File: config.mk
export PLATFORM = sky130hd
export DESIGN_NAME = match_fsm
export DESIGN_NICKNAME = d
export VERILOG_FILES = /design/src/rtl/match_fsm.sv
export SDC_FILE = /design/constraint.sdc
export NUM_CORES = 1
export LEC_CHECK = 0
export CORE_MARGIN = 10
export CORE_UTILIZATION = 61
export DETAILED_ROUTE_END_ITERATION = 7
export PLACE_DENSITY = 0.82
export SLEW_MARGIN = 20
export SYNTH_ARGS = -nofsm -noshare
export SYNTH_HDL_FRONTEND = slang
export SYNTH_SLANG_ARGS = --single-unit
File: constraint.sdc
create_clock -name clk -period 4.15 [get_ports clk]
set_input_delay 0.6225 -clock clk [delete_from_list [all_inputs] [get_ports clk]]
set_output_delay 0.6225 -clock clk [all_outputs]
set_load 0.05 [all_outputs]
File: src/rtl/match_fsm.sv
// Match-level sequencer: serve pause, point/win detection, game-over hold and
// a score-clear pulse to game_controller at the start of each match.
module match_fsm #(
  parameter int WIN_SCORE   = 11,
  parameter int SERVE_DELAY = 50_000_000,
  parameter int WIN_HOLD    = 150_000_000,
  parameter int CNT_W       = 28
) (
  input  logic       clk,
  input  logic       rst,
  input  logic       start,
  input  logic [4:0] score1,
  input  logic [4:0] score2,
  output logic       game_en,
  output logic       score_clr,
  output logic [1:0] winner,
  output logic [2:0] state
);

  typedef enum logic [2:0] {
    IDLE  = 3'd0,
    CLEAR = 3'd1,
    SERVE = 3'd2,
    PLAY  = 3'd3,
    WIN   = 3'd4
  } state_t;

  localparam logic [4:0]       WIN_LVL    = 5'(WIN_SCORE);
  localparam logic [CNT_W-1:0] SERVE_LAST = CNT_W'(SERVE_DELAY - 1);
  localparam logic [CNT_W-1:0] WIN_LAST   = CNT_W'(WIN_HOLD - 1);

  state_t           st;
  logic [CNT_W-1:0] cnt;
  logic [4:0]       p1_prev, p2_prev;
  logic             point, p1_win, p2_win;

  assign state  = st;
  assign point  = (score1 != p1_prev) || (score2 != p2_prev);
  assign p1_win = score1 >= WIN_LVL;
  assign p2_win = score2 >= WIN_LVL;

  // Every output is updated on the same edge as the state it belongs to, so
  // game_en / score_clr / winner stay cycle-aligned with the state register.
  always_ff @(posedge clk or negedge rst) begin
    if (!rst) begin
      st        <= IDLE;
      cnt       <= '0;
      p1_prev   <= '0;
      p2_prev   <= '0;
      game_en   <= 1'b0;
      score_clr <= 1'b0;
      winner    <= 2'b00;
    end else begin
      p1_prev   <= score1;
      p2_prev   <= score2;
      score_clr <= 1'b0;
      case (st)
        IDLE: if (start) begin
          st        <= CLEAR;
          cnt       <= '0;
          score_clr <= 1'b1;
        end
        CLEAR: begin
          st  <= SERVE;
          cnt <= '0;
        end
        SERVE: if (cnt == SERVE_LAST) begin
          st      <= PLAY;
          cnt     <= '0;
          game_en <= 1'b1;
        end else begin
          cnt <= cnt + 1'b1;
        end
        PLAY: if (point) begin
          game_en <= 1'b0;
          cnt     <= '0;
          if (p1_win || p2_win) begin
            st     <= WIN;
            winner <= {p2_win, p1_win};
          end else begin
            st <= SERVE;
          end
        end
        WIN: if (cnt == WIN_LAST) begin
          st     <= IDLE;
          cnt    <= '0;
          winner <= 2'b00;
        end else begin
          cnt <= cnt + 1'b1;
        end
        default: begin
          st      <= IDLE;
          cnt     <= '0;
          game_en <= 1'b0;
          winner  <= 2'b00;
        end
      endcase
    end
  end

endmodule

==> results of run 1 <==
==> metrics by stage <==
stage | area, um2 | total power [uW] | utilization | hold WS [ns]
after global placement | 2620 | 1270 | 0.695 | 0.468
after global routing | 2730 | 1700 | 0.723 | 0.348
after floorplan | 2440 | 1140 | - | 0.327
after CTS | 2720 | 1610 | 0.722 | 0.480
final | 2730 | 1610 | 0.723 | 0.316
after detailed placement | 2620 | 1290 | 0.695 | 0.468
==> layer usage <==
metal,part of all wire,routed length [um],vias to the layer above,GRT usage
li1,-,-,984,-
met4,0.014,83,0,0.0400
met2,0.44,2520,101,0.232
met5,0,0,-,0
met3,0.077,442,12,0.0518
met1,0.47,2730,1004,0.223
==> cells in the final DEF (no fill, tap or decap), types with 2 or more instances in the layout <==
cell,n
or2_2,2
o31ai_1,2
and2_1,3
nor2b_1,2
clkbuf_8,5
nor3_1,13
dfrtp_1,45
nand2b_1,2
nor4b_1,2
buf_4,2
nor2_1,17
xnor2_1,3
o21ai_0,10
a31o_2,2
a22o_1,5
or3_1,2
a21o_1,15
ha_1,2
nand4b_1,3
and4_1,3
nor4_1,9
and3_1,6
xor2_1,12
o21ai_1,3
a21oi_1,14
inv_1,2
a31oi_1,15
nand3_1,11
nand2_1,17
or4_1,2
nand4_1,9
clkdlybuf4s50_1,18
==> power by group <==
| group | internal, uW | switching [uW] | total, uW |
|---|---|---|---|
| logic | 242 | 418 | 659 |
| registers | 517 | 115 | 632 |
| clock network | 175 | 148 | 323 |
| total | 934 | 680 | 1610 |
==> worst max-delay path, cell delays in order <==
cell	delay, ns
clkdlybuf4s50_1	0.47
xor2_1	0.20
nor4_1	0.31
and3_1	0.40
nand2b_1	0.46
nor2_2	0.12
nor2_1	0.14
==> worst min-delay path by stage <==
stage | startpoint | to
5_1_grt | rst | cnt[14]
3_5_place_dp | cnt[5] | cnt[5]
2_1_floorplan | rst | cnt[0]
4_1_cts | cnt[5] | cnt[5]
6_report | rst | p2_prev[3]
3_3_place_gp | cnt[5] | cnt[5]
==> flip-flops by register name (all words and copies together), names as in the netlist <==
signal and cells:
p1_prev 5, game_en 1, state 3, cnt 28, p2_prev 5, score_clr 1
winner 2
==> cell type report <==
cell class                      count  area (um2)
Clock inverter                      2        35.0
Multi-Input combinational cell    195        1230
Tap cell                           48        60.1
Sequential cell                    45        1130
Clock buffer                        5        68.8
Timing Repair Buffer               20         195
Fill cell                         270        1040
Inverter                            2        7.51
==> cells by family after synthesis <==
kind of cell | after synthesis | synth area share
buffers and inverters | 15 | 0.0333
and+or+nand+nor | 109 | 0.251
adders and majority gates | 2 | 0.0102
xor gates and xnor gates | 15 | 0.0538
AOI/OAI and AO/OA | 69 | 0.190
DFF | 45 | 0.461
==> qor.yml, run 1 <==
finish:
  area_growth_pct: 11.7
  layout-drive-gt1-share: 0.0743
  layout.nets: 284
  diodes: 0
  final_cells: 317
grt:
  grt_overflow: 0
  grt_antenna_before_repair: 0
  grt_max_degree: 46
  grtUsageTotal: 0.160
  grt_pass1_wl_um: 9480
  first_global_vias: 1872
setup_path:
  worstPathRequired_ns: 4.38
  crit_start: "score2[2]"
  end_kind: "register"
  crit_type: "in2reg"
  cp-endpoint: "cnt[21]"
  arrival_ns: 2.73
  rr_startpoint: "cnt[7]"
  r2r_setup_slack_ns: 1.66
  startpoint_type: "input pin"
  worstPathMaxFanout: 11
  r2r_cells: 6
  r2r_end: "cnt[7]"
timing:
  fin_crit_sh: 0.603
  max_freq_mhz: 400
  rsz0062_at_grt: "false"
  fin_tns_setup_ns: 0
  slew_violations: 0
  hold_viol_final: 0
  slew_headroom: 0.544
  skew_ns: 0.00858
  setup_viol: 0
  tightest_slew_ns: 0.677
  final.min_clock_period_ns: 2.50
  finalWorstSetupSlack_ns: 1.65
routing:
  drt_iter0_markers: 195
  drtPass1Iterations: 5
  drc: 0
  vias_per_cell: 6.63
  vias: 2101
  wl_um: 5780
  ant_nets: 0
  wire_per_inst_um: 18.2
power_and_ir_drop:
  powerDensity_nw_per_um2: 592
  ir_drop_mv: 0.318
  p_leak_uw: 0.00118
place:
  io_buffers: 19
  dp_slack_ns: 1.37
  gp_congestion: 0.933
  dp_cells: 310
  dp_hpwl_um: 3970
clock_tree:
  clock-sinks: 45
  numCtsBuffers: 5
  ctsResizeCount: 0
  clk_pin_slew_ns: 0.08
  cts_tree: "done"
  post-cts-setup-buffer-count: 0
  root_buffer: "clkbuf_8"
  clockBufferDepth: 2
  htreeDepth: 2
  clk_latency_ns: 0.30
  hold_buffers: 0
floorplanning:
  chipWidth_um: 83.3
  die_y_um: 83.3
  start_util: 0.647
  io_pins: 20
  dieArea_um2: 6930
  num_rows: 22
  core_area_um2: 3770
synth:
  yosysWarnings: 0
  synth_top_area_share: 0.461
  yosysTopAreaCell: "dfrtp_1"
  synth.avg_cell_area_um2: 9.57
  synth_edf_count: 0
  ys_types: 42
  synthMostInstantiatedCell: "dfrtp_1"
  synth.net_count: 270
  synthTopCellsByArea: "dfrtp_1 (46%), a21o_1 (4.6%), xor2_1 (4.3%)"
  synth_ff_type: "dfrtp_1"
  ys_async_sr_fraction: 1.00
  synth_cells: 255
  synth-seq-cells: 45
  yosysSeqAreaShare: 0.461
  netlist_area_um2: 2440
  yosys-top-cells-count: "dfrtp_1 (45), nand2_1 (17), nor2_1 (17)"
flow_run:
  maxCapViolCount: 0
status:
  status: "finished, final reports clean"
hold_path:
  holdCritPathClass: "in2async"
(Power assumes the default switching activity.)
==> run 2: changes to the inputs <==
Settings changed: CORE_UTILIZATION 61 to 58, PLACE_DENSITY 0.82 to 0.79.
Clock period 4.15 ns to 2.45 ns, I/O delays scaled along.
==> qor.yml, run 2 (synthesized netlist as in run 1, its figures left out) <==
finish:
  top_regs: "cnt x28, p1_prev x5, p2_prev x5"
  layout.nets: 292  # +2.8%
  final_cells: 328  # +3.5%
  layout_commonest_cell: "dfrtp_1"
  largest-register: "cnt"
  final_cell_area_um2: 2780  # +1.8%
  largest_register_ffs: 28  # unchanged
  fin_util: 0.689  # -0.0341
  filler_cell_count: 322  # +19%
  regArea_um2: 1130  # unchanged
  layout-drive-gt1-share: 0.0935  # +0.0192
  multi_input_area_um2: 1230  # unchanged
  most-common-layout-cells: "dfrtp_1 (45), clkdlybuf4s50_1 (18), nor2_1 (17), nand2_1 (17)"
  area_growth_pct: 13.7
  diodes: 0  # unchanged
clock_tree:
  htreeDepth: 2  # unchanged
  cts_tree: "done"
  numCtsBuffers: 5  # unchanged
  root_buffer: "clkbuf_8"
  clockBufferDepth: 2  # unchanged
  ctsResizeCount: 0  # unchanged
  post-cts-setup-buffer-count: 0  # unchanged
  hold_buffers: 0  # unchanged
  clock-sinks: 45  # unchanged
  clk_latency_ns: 0.29  # about the same
  clk_pin_slew_ns: 0.08  # about the same
setup_path:
  crit_path_max_incr_delay_ns: 0.46  # about the same
  arrival_ns: 2.39  # -0.34 ns
  crit_start: "cnt[9]"
  cp_top_family: "simple AND/OR/NAND/NOR gates"
  path_cells: "nor4_1 > nand4b_2 > o311ai_4 > nand2_4 > a21o_1 > a22o_1"
  worstPathRequired_ns: 2.63  # -1.75 ns
  end_kind: "register"
  crit_type: "reg2reg"
  rr_startpoint: "cnt[9]"
  critPathBufInv: 0  # -1
  startpoint_type: "register"
  cp_slowest_cell: "dfrtp_1"
  worstPathMaxFanout: 34  # +23
timing:
  fin_crit_sh: 0.905
  fin_tns_setup_ns: 0  # unchanged
  slew_headroom: 0.630  # +0.0859
  hold_viol_final: 0  # unchanged
  final.min_clock_period_ns: 2.22
  slew_violations: 0  # unchanged
  setup_viol: 0  # unchanged
  rsz0062_at_grt: "false"
  skew_ns: 0.00648  # -0.00209 ns
  max_freq_mhz: 451
  holdWs_ns: 0.143  # -0.173 ns
  tightest_slew_ns: 0.554  # -0.123 ns
routing:
  ant_nets: 0  # unchanged
  wl_um: 5570  # -3.5%
  vias_per_cell: 6.32  # -4.6%
  wire_per_inst_um: 17.0  # -6.8%
  drt_iter0_markers: 192  # -1.5%
  vias: 2074  # -1.3%
  drtPass1Iterations: 4  # -1
  drc: 0  # unchanged
floorplanning:
  io_pins: 20  # unchanged
  chipWidth_um: 84.9  # +1.9%
  start_util: 0.606  # -0.0414
  num_rows: 23  # +4.5%
  die_y_um: 84.9  # +1.9%
  core_area_um2: 4030  # +6.8%
  dieArea_um2: 7200  # +3.9%
grt:
  grtUsageTotal: 0.164  # +0.00352
  grt_overflow: 0  # unchanged
  grt_max_degree: 46  # unchanged
  grt_antenna_before_repair: 0  # unchanged
  grt_pass1_wl_um: 10100  # +6.3%
  first_global_vias: 2083  # +11%
place:
  place_area_um2: 2700  # +2.9%
  dp_hpwl_um: 4010  # +1.0%
  dp_cells: 320  # +3.2%
  io_buffers: 19  # unchanged
  gp_congestion: 0.889  # -4.7%
hold_path:
  holdCritPathClass: "in2async"
status:
  status: "finished, final reports clean"
power_and_ir_drop:
  ir_drop_mv: 0.705  # +120%
  p_leak_uw: 0.00121  # +2.7%
  powerDensity_nw_per_um2: 969  # +64%
flow_run:
  maxCapViolCount: 0  # unchanged
-- run 2: cell types whose count changed in the layout (fill, tap and decap cells not counted), sizes merged --
cell and delta:
buf +8, bufinv -1, clkbuf +3, clkinv -1
-- run 2: stage by stage --
step / power [uW] / setup WS [ns]
4_1_cts: 2690 / 0.234
3_3_place_gp: 2220 / 0.272
5_1_grt: 2880 / 0.0591
2_1_floorplan: 1940 / 0.296
3_5_place_dp: 2250 / 0.237
6_report: 2690 / 0.233
-- run 2: layout make-up --
type	instances	share of cell area
clock buffers	8	0.0289
inverters	2	0.00271
multi-input cells	195	0.445
flip-flops and latches	45	0.406
well taps	50	0.0225
repair buffers	28	0.0956
-- run 2: per-layer routing --
metal	routed length, um	GRT usage
met3	405	0.0325
met2	2600	0.259
met1	2510	0.225
met4	58	0.0374
met5	0	0
-- run 2: final timing paths --
| path | endpoint | slack (ns) | cells past startpoint |
|---|---|---|---|
| worst min-delay path | p1_prev[3] | 0.14 | 2 |
| max in group asynchronous | cnt[9] | 1.92 | 2 |
| worst min register to register | winner[0] | 0.50 | 1 |
| min in group clk | winner[0] | 0.50 | 1 |
| worst max register to register | cnt[4] | 0.23 | 6 |
| worst max-delay path | cnt[4] | 0.23 | 6 |
-- run 2: power by group --
group          total (uW)  internal [uW]  switching [uW]
Clock                 438            203             235
Combinational        1200            462             734
Sequential           1060            876             179
==> run 3: changes to the inputs <==
==> constraint.sdc (replaced) <==
create_clock -name clk -period 2.45 [get_ports clk]
set_input_delay 0.245 -clock clk [delete_from_list [all_inputs] [get_ports clk]]
set_output_delay 0.245 -clock clk [all_outputs]
set_load 0.05 [all_outputs]
==> qor.yml, run 3 (synthesized netlist as in run 1, its figures left out) <==
clock_tree:
  clk_latency_ns: 0.30  # about the same
  ctsResizeCount: 0  # unchanged
  cts_tree: "done"
  root_buffer: "clkbuf_8"
  htreeDepth: 2  # unchanged
  clk_pin_slew_ns: 0.08  # about the same
  numCtsBuffers: 5  # unchanged
  post-cts-setup-buffer-count: 0  # unchanged
  clockBufferDepth: 2  # unchanged
  clock-sinks: 45  # unchanged
finish:
  most-common-layout-cells: "dfrtp_1 (45), clkdlybuf4s50_1 (18), nor2_1 (17), nand2_1 (17)"
  diodes: 0  # unchanged
  largest-register: "cnt"
  fin_util: 0.697  # +0.00776
  final_cell_area_um2: 2810  # +1.1%
  largest_register_ffs: 28  # unchanged
  layout.nets: 293  # +0.34%
  layout-drive-gt1-share: 0.104  # +0.0104
  layout_commonest_cell: "dfrtp_1"
  top_regs: "cnt x28, p1_prev x5, p2_prev x5"
  filler_cell_count: 338  # +5.0%
  area_growth_pct: 15.0
grt:
  grt_antenna_before_repair: 0  # unchanged
  grt_overflow: 0  # unchanged
  first_global_vias: 1957  # -6.0%
  grt_pass1_wl_um: 9580  # -4.9%
  grtUsageTotal: 0.160  # -0.00370
  grt_max_degree: 35  # -24%
power_and_ir_drop:
  power.switching_uw: 1140  # -0.52%
  p_leak_uw: 0.00123  # +1.7%
  powerDensity_nw_per_um2: 970  # about the same
  p_total_uw: 2720  # +1.2%
  ir_drop_mv: 0.439  # -38%
  pwr-share-comb: 0.435  # -0.010
  swShare: 0.420  # -0.00715
  p_int_uw: 1580  # +2.4%
  power.share.sequential: 0.380  # -0.012
  p_clk_frac: 0.185  # +0.022
timing:
  fin_tns_setup_ns: 0  # unchanged
  final.min_clock_period_ns: 2.32  # +0.102 ns
  fin_crit_sh: 0.947  # +0.0417
  slew_violations: 0  # unchanged
  slew_headroom: 0.631  # about the same
  max_freq_mhz: 431  # -4.4%
  skew_ns: 0.00488  # -0.00161 ns
  holdWs_ns: 0.366  # +0.222 ns
  setup_viol: 0  # unchanged
  tightest_slew_ns: 0.554  # -0.000201 ns
  hold_viol_final: 0  # unchanged
  rsz0062_at_grt: "false"
setup_path:
  startpoint_type: "register"
  cp_top_family: "simple AND/OR/NAND/NOR gates"
  crit_type: "reg2reg"
  critPathBufInv: 0  # unchanged
  cp.depth: 6  # unchanged
  worstPathMaxFanout: 11  # -68%
  cp_slowest_cell: "and2_1"
  end_kind: "register"
  r2r_cells: 6  # unchanged
  path_cells: "nor4b_1 > nand4b_1 > o311ai_4 > and2_1 > o21ai_1 > a22o_1"
  crit_path_max_incr_delay_ns: 0.48  # +0.02 ns
  worstPathRequired_ns: 2.64  # about the same
  arrival_ns: 2.51  # +0.12 ns
flow_run:
  maxCapViolCount: 0  # unchanged
floorplanning:
  core_area_um2: 4030  # unchanged
  chipWidth_um: 84.9  # unchanged
  start_util: 0.606  # unchanged
  dieArea_um2: 7200  # unchanged
  io_pins: 20  # unchanged
  die_y_um: 84.9  # unchanged
  num_rows: 23  # unchanged
routing:
  top_layer: "met4"
  vias_per_cell: 6.33  # about the same
  drt_iter0_markers: 161  # -16%
  wl_um: 5640  # +1.3%
  routed-wl-met2_um: 2520  # -2.9%
  vias: 2082  # +0.39%
  ant_nets: 0  # unchanged
  drtPass1Iterations: 4  # unchanged
  drc: 0  # unchanged
  dr_wl_met3_um: 418  # +3.2%
  met1Wirelength_um: 2620  # +4.4%
  wire_per_inst_um: 17.1  # +0.98%
hold_path:
  holdCritPathClass: "in2async"
place:
  io_buffers: 19  # unchanged
  dp_hpwl_um: 4080  # +1.6%
  gp_congestion: 0.924  # +3.9%
  place_area_um2: 2700  # unchanged
status:
  status: "finished, final reports clean"
==> run 3: cell types whose count changed in the layout (fill, tap and decap cells not counted) <==
| cell | change |
|---|---|
| dlygate4sd3_1 | +1 |
| clkbuf_8 | +2 |
| clkbuf_1 | -3 |
| clkinv_2 | +1 |
==> run 3: worst paths after layout <==
| check | startpoint | end | slack [ns] |
|---|---|---|---|
| worst max-delay path | cnt[19] | cnt[7] | 0.13 |
| worst min-delay path | rst | p1_prev[2] | 0.37 |
| worst max register to register | cnt[19] | cnt[7] | 0.13 |
| worst min register to register | cnt[5] | cnt[5] | 0.49 |
| max in group asynchronous | rst | cnt[20] | 1.38 |
| min in group clk | score2[2] | p2_prev[2] | 0.46 |
==> run 3: area by class of cell <==
type | count | area (um2) | share of cell area
Clock inverter | 1 | 5.00 | 0.00178
Inverter | 2 | 7.51 | 0.00267
Clock buffer | 7 | 96.3 | 0.0343
Multi-Input combinational cell | 195 | 1230 | 0.440
Timing Repair Buffer | 29 | 275 | 0.0981
Tap cell | 50 | 62.6 | 0.0223
Sequential cell | 45 | 1130 | 0.401
==> run 3: metal layers <==
layer | up-vias | track usage
met5 | - | 0
met4 | 0 | 0.0569
met3 | 9 | 0.0373
met2 | 70 | 0.244
met1 | 996 | 0.216
li1 | 1007 | -
==> run 3: repair_timing <==
action | CTS | global route
endpoints found under the hold margin | 14 | 0
hold buffers | 1 | 0
endpoints found under the setup margin | 0 | 0
==> run 3: worst reg2reg max path, stage by stage (launching register included) <==
cell	delay, ns
dfrtp_1	0.44
nor4b_1	0.40
nand4b_1	0.24
o311ai_4	0.35
and2_1	0.48
o21ai_1	0.13
a22o_1	0.19
==> run 3: stage by stage <==
| stage | std cells | worst slack [ns] |
|---|---|---|
| 3_3_place_gp | 320 | 0.165 |
| 2_1_floorplan | 255 | 0.296 |
| 6_report | 329 | 0.131 |
| 4_1_cts | 329 | 0.124 |
| 5_1_grt | 329 | 0.0120 |
| 3_5_place_dp | 320 | 0.132 |
==> run 3: power groups by stage <==
stage	logic, uW	registers, uW	clock network, uW
2_1_floorplan	785	1150	0
3_3_place_gp	1160	1040	0
3_5_place_dp	1180	1050	0
4_1_cts	1190	1030	514
5_1_grt	1290	1060	542
6_report	1180	1030	504
